## src/rtl/muldiv_engine.sv

```systemverilog
// Iterative signed 32x32 multiply (radix-2 Booth) and signed restoring divide.
// One iteration per cycle; results land in hi/lo 33 edges after start is taken.
module muldiv_engine (
  input  logic        clk,
  input  logic        reset,
  input  logic        start,
  input  logic        op,
  input  logic [31:0] a_in,
  input  logic [31:0] b_in,
  output logic        busy,
  output logic        done,
  output logic [31:0] hi,
  output logic [31:0] lo,
  output logic        div_zero
);

  typedef enum logic [1:0] {IDLE, MULT, DIV, DONE} state_e;

  state_e      state_q, state_d;
  logic [31:0] m_q;       // multiplicand, or divisor magnitude
  logic [31:0] acc_q;     // Booth accumulator, or partial remainder
  logic [31:0] mq_q;      // multiplier, or dividend/quotient shift register
  logic        q1_q;
  logic [5:0]  cnt_q;
  logic        op_q, qneg_q, rneg_q, dz_q, done_q;
  logic [31:0] hi_q, lo_q;

  logic        accept;
  logic [32:0] booth_sum;
  logic [32:0] div_shift;
  logic [31:0] div_diff;
  logic        div_ok;
  logic [31:0] a_mag, b_mag;
  logic [31:0] quot_fix, rem_fix;

  assign accept = start && !done_q;
  assign a_mag  = a_in[31] ? (~a_in + 32'd1) : a_in;
  assign b_mag  = b_in[31] ? (~b_in + 32'd1) : b_in;

  // 33-bit sum keeps the true sign so a multiplicand of 0x80000000 cannot overflow
  always_comb begin
    booth_sum = {acc_q[31], acc_q};
    case ({mq_q[0], q1_q})
      2'b01:   booth_sum = {acc_q[31], acc_q} + {m_q[31], m_q};
      2'b10:   booth_sum = {acc_q[31], acc_q} - {m_q[31], m_q};
      default: booth_sum = {acc_q[31], acc_q};
    endcase
  end

  // A set bit 32 in the shifted remainder always exceeds the divisor
  assign div_shift = {acc_q, mq_q[31]};
  assign div_ok    = div_shift[32] || (div_shift[31:0] >= m_q);
  assign div_diff  = div_shift[31:0] - m_q;

  assign quot_fix = qneg_q ? (~mq_q + 32'd1) : mq_q;
  assign rem_fix  = rneg_q ? (~acc_q + 32'd1) : acc_q;

  always_ff @(posedge clk) begin
    if (reset) state_q <= IDLE;
    else       state_q <= state_d;
  end

  always_comb begin
    state_d = state_q;
    case (state_q)
      IDLE: if (accept) state_d = op ? DIV : MULT;
      MULT: if (cnt_q == 6'd31) state_d = DONE;
      DIV:  if (dz_q || cnt_q == 6'd31) state_d = DONE;
      DONE: state_d = IDLE;
      default: state_d = IDLE;
    endcase
  end

  always_ff @(posedge clk) begin
    if (reset) begin
      m_q    <= '0;
      acc_q  <= '0;
      mq_q   <= '0;
      q1_q   <= 1'b0;
      cnt_q  <= '0;
      op_q   <= 1'b0;
      qneg_q <= 1'b0;
      rneg_q <= 1'b0;
      dz_q   <= 1'b0;
      done_q <= 1'b0;
      hi_q   <= '0;
      lo_q   <= '0;
    end else begin
      done_q <= 1'b0;
      case (state_q)
        IDLE: if (accept) begin
          op_q   <= op;
          cnt_q  <= '0;
          acc_q  <= '0;
          q1_q   <= 1'b0;
          dz_q   <= op && (b_in == '0);
          qneg_q <= a_in[31] ^ b_in[31];
          rneg_q <= a_in[31];
          m_q    <= op ? b_mag : a_in;
          mq_q   <= op ? a_mag : b_in;
        end
        MULT: begin
          acc_q <= booth_sum[32:1];
          mq_q  <= {booth_sum[0], mq_q[31:1]};
          q1_q  <= mq_q[0];
          cnt_q <= cnt_q + 6'd1;
        end
        DIV: if (!dz_q) begin
          acc_q <= div_ok ? div_diff : div_shift[31:0];
          mq_q  <= {mq_q[30:0], div_ok};
          cnt_q <= cnt_q + 6'd1;
        end
        DONE: begin
          dz_q <= 1'b0;
          if (!dz_q) begin
            done_q <= 1'b1;
            hi_q   <= op_q ? rem_fix  : acc_q;
            lo_q   <= op_q ? quot_fix : mq_q;
          end
        end
        default: ;
      endcase
    end
  end

  // Divide-by-zero reports from inside DONE; normal completion reports after it
  always_comb begin
    busy     = (state_q != IDLE) && !(state_q == DONE && dz_q);
    div_zero = (state_q == DONE) && dz_q;
    done     = done_q || div_zero;
    hi       = hi_q;
    lo       = lo_q;
  end

endmodule

```

## config.mk

```make
export PLATFORM = sky130hd
export DESIGN_NAME = muldiv_engine
export DESIGN_NICKNAME = d
export VERILOG_FILES = /design/src/rtl/muldiv_engine.sv
export SDC_FILE = /design/constraint.sdc
export NUM_CORES = 1
export LEC_CHECK = 0
export ABC_AREA = 1
export BUFFER_PORTS_ARGS = -buffer_cell sky130_fd_sc_hd__buf_2
export CORE_MARGIN = 8
export CORE_UTILIZATION = 30
export DETAILED_ROUTE_END_ITERATION = 6
export HOLD_SLACK_MARGIN = 0.03
export PLACE_DENSITY = 0.57
export SLEW_MARGIN = 25
export SYNTH_ARGS = -nofsm -noshare
export SYNTH_HDL_FRONTEND = slang
export SYNTH_SLANG_ARGS = --single-unit
```

## constraint.sdc

```tcl
create_clock -name clk -period 7.5 [get_ports clk]
set_input_delay 1.5 -clock clk [delete_from_list [all_inputs] [get_ports clk]]
set_output_delay 1.5 -clock clk [all_outputs]
set_load 0.01 [all_outputs]
```

==> impl_results.md <==
- Commonest cells after routing, fill and taps aside: 917 x nand2_1, 485 x inv_1, 264 x nor2_1
- Critical Path End Type: register
- Drt first-iter violations: between 1500 and 2000
- Maxcap violations: 0
- GPL Wtd Cong: 1.019
- Reg clk slew, reported paths: roughly 0.080 ns
- Final hold viol count: 0
- M2 GR Usage: a little under two fifths
- Total power: 0.006310 W
- Post-detail-place hpwl: around 58000 um
- Met3 Track Usage GR: ~2.5%
- CTS max path bufs: 2
- Unrepaired setup endpoints after global routing: false
- Yosys warnings: 0
- Clock sink count: about 170
- Std cell rows: 89
- Cts repair resizes: 0
- Die area: 0.06731 mm^2
- Max Slew Vio Count: 0
- Ratio of cells with drive above 1 in the final layout: roughly a tenth
- ANT nets after route: 0
- DRC: 0
- Status: completed
- CTS buffer count: 17
- Die height: roughly 260 um
- Worst Path Required: slightly below 8 ns
- First-pass DRT Iterations: 6
- Tmin final: 4.031 ns
- Antenna diode count: 0
- F_max: 248.1 MHz
- Gr busiest metal: met2
- Setup-failing EPs final: 0
- Avg Synthesized Cell Area: approximately 5.7 um^2
- Syn-to-layout area delta: 10.82%
- IO Pins: about 140
- Number of vias per cell: 5.028
- Setup TNS Final: 0 ns
- Final nets: 3307
- Power Density: 320.2 mW/mm^2
- Post-synth EDFFs: 0
- WL/cell: between 15 and 20 um
- Vias in the first global route: around 19000
- IO buf count: 134
- GR Overflow Total: 0
- Root buf cell: clkbuf_16
- Core box area: approximately 0.06 mm^2
- Post-synthesis sequential area ratio: about a fifth
- Initial antenna violation count: 0
- Cts hold-fix bufs: 0
- Pin slew with the least headroom to its limit: about 1.0 ns
- Routing usage on met1: about 25%
- First-pass GRT wire length: 111700 um
- Largest net degree at the start of global routing: between 80 and 90
- Via count: 19850
- Initial Util: a little under a third
- Yosys reg bits: ~170
- Skew-Pair Late Insertion Delay: 0.47 ns
- HP Class: register to register
- CP Max Fanout: 22
- Top FF cell, synth: dfxtp_1
- Arrival time worst endpoint: 4.34 ns
- Leak pwr: just under 10 nW
- Worst VDD drop: roughly 0.17 mV
- Commonest non-fill, non-tap cell in the layout: nand2_1
- Setup Skew: roughly 0.018 ns
- CP Launch Type: register
- Final period utilization: a little over half
- CTS tree: yes
- Drt total wl: ~72000 um
- Max_slew headroom: 30.36%
- Post-Synthesis Cells: about 3100
- CP Class: register to register
- Synthesized area: 0.01778 mm^2
- Post-synthesis cell type count: 57
- H-tree depth: 4
- Synth Net Count: 3247
- Post-CTS Setup Inserts: 0
- GRT Overall Usage: a little over a fifth
- Async S/R FF share, synth: 0%
- Die width: 259.5 um
-- stage by stage --
| step | setup WS, ns | hold WS [ns] | cells | util [%] | area, um^2 |
|---|---|---|---|---|---|
| 2_1_floorplan | 4.571 | 0.4413 | 3102 | - | 17780 |
| 3_3_place_gp | 3.265 | 0.4527 | 3916 | 32.44 | 19070 |
| 3_5_place_dp | 3.243 | 0.4543 | 3916 | 32.44 | 19070 |
| 4_1_cts | 3.490 | 0.4659 | 3948 | 33.51 | 19700 |
| 5_1_grt | 3.098 | 0.4808 | 3948 | 33.51 | 19700 |
| 6_report | 3.469 | 0.4653 | 3948 | 33.51 | 19700 |
-- path summary, 6_finish.rpt --
check / cells past startpoint / start / slack, ns / endpoint
max: 17 / mq_q[0] / 3.47 / acc_q[25]
max reg2reg: 17 / mq_q[0] / 3.47 / acc_q[25]
min: 2 / rneg_q / 0.47 / rneg_q
min reg2reg: 2 / rneg_q / 0.47 / rneg_q
-- cell type report --
type | instances | area [um^2]
flip-flops and latches | 174 | 3483
clock inverters | 15 | 206.4
multi-input cells | 2313 | 11930
fillers | 6800 | 39090
inverters | 505 | 1896
clock buffers | 17 | 425.4
repair buffers | 151 | 800.8
well taps | 773 | 967.2
-- logic make-up after synthesis --
logic type | after synthesis | share of synthesized area (%)
and+or+nand+nor | 1550 | 37.26
buffers and inverters | 615 | 13.48
xor gates and xnor gates | 100 | 4.926
AOI/OAI and AO/OA | 586 | 19.24
DFF | 174 | 19.59
adders and majority gates | 77 | 5.503
-- cells in the mapped netlist (all sizes together), types with 7 or more instances --
library cell	number	area, um^2
nand2	958	3727
inv	501	1881
a21oi	293	1594
nor2	285	1151
nand3	202	1081
dfxtp	174	3483
o21ai	158	817.0
xor2	78	683.2
clkbuf	76	285.3
ha	75	938.4
nor3	38	236.5
buf	34	216.5
o22ai	33	206.5
nand4	30	187.7
a22oi	28	210.2
o211ai	27	202.7
xnor2	22	192.7
o221ai	15	131.4
and2	12	75.07
or2	9	56.30
o31ai	8	60.06
nand3b	7	52.55
-- worst max-delay path, stage by stage (launching register included) --
cell and delay, ns:
dfxtp_1 0.42, ha_1 0.63, inv_1 0.55, nand2_1 0.28, nand2_1 0.09, xor2_1 0.15
inv_1 0.06, ha_1 0.36, nand2_1 0.11, nor2_1 0.22, and3_1 0.21, nand3_1 0.11
nand3_1 0.11, nand3_1 0.19, nand2_1 0.19, nand2_1 0.07, nand2_1 0.05, a21oi_1 0.06
-- report_power, final --
group	leakage, nW	internal [W]	switching [W]	total [W]
sequential	1.42	0.00111	0.000224	0.00133
clock	0.303	0.000463	0.000509	0.000971
combinational	8.22	0.00122	0.00279	0.00401
-- per-layer routing --
layer / vias to the layer above / routed length, um
met5: - / 0
met1: 8966 / 29830
met2: 683 / 34570
li1: 10040 / -
met3: 161 / 3751
met4: 0 / 4218
-- registers in the layout, summed over array words and instances, names as in the netlist --
signal   count
op_q         1
acc_q       32
dz_q         1
q1_q         1
rneg_q       1
lo          32
mq_q        32
state_q      2
cnt_q        6
hi          32
m_q         32
done_q       1
qneg_q       1
(Power assumes the default switching activity.)
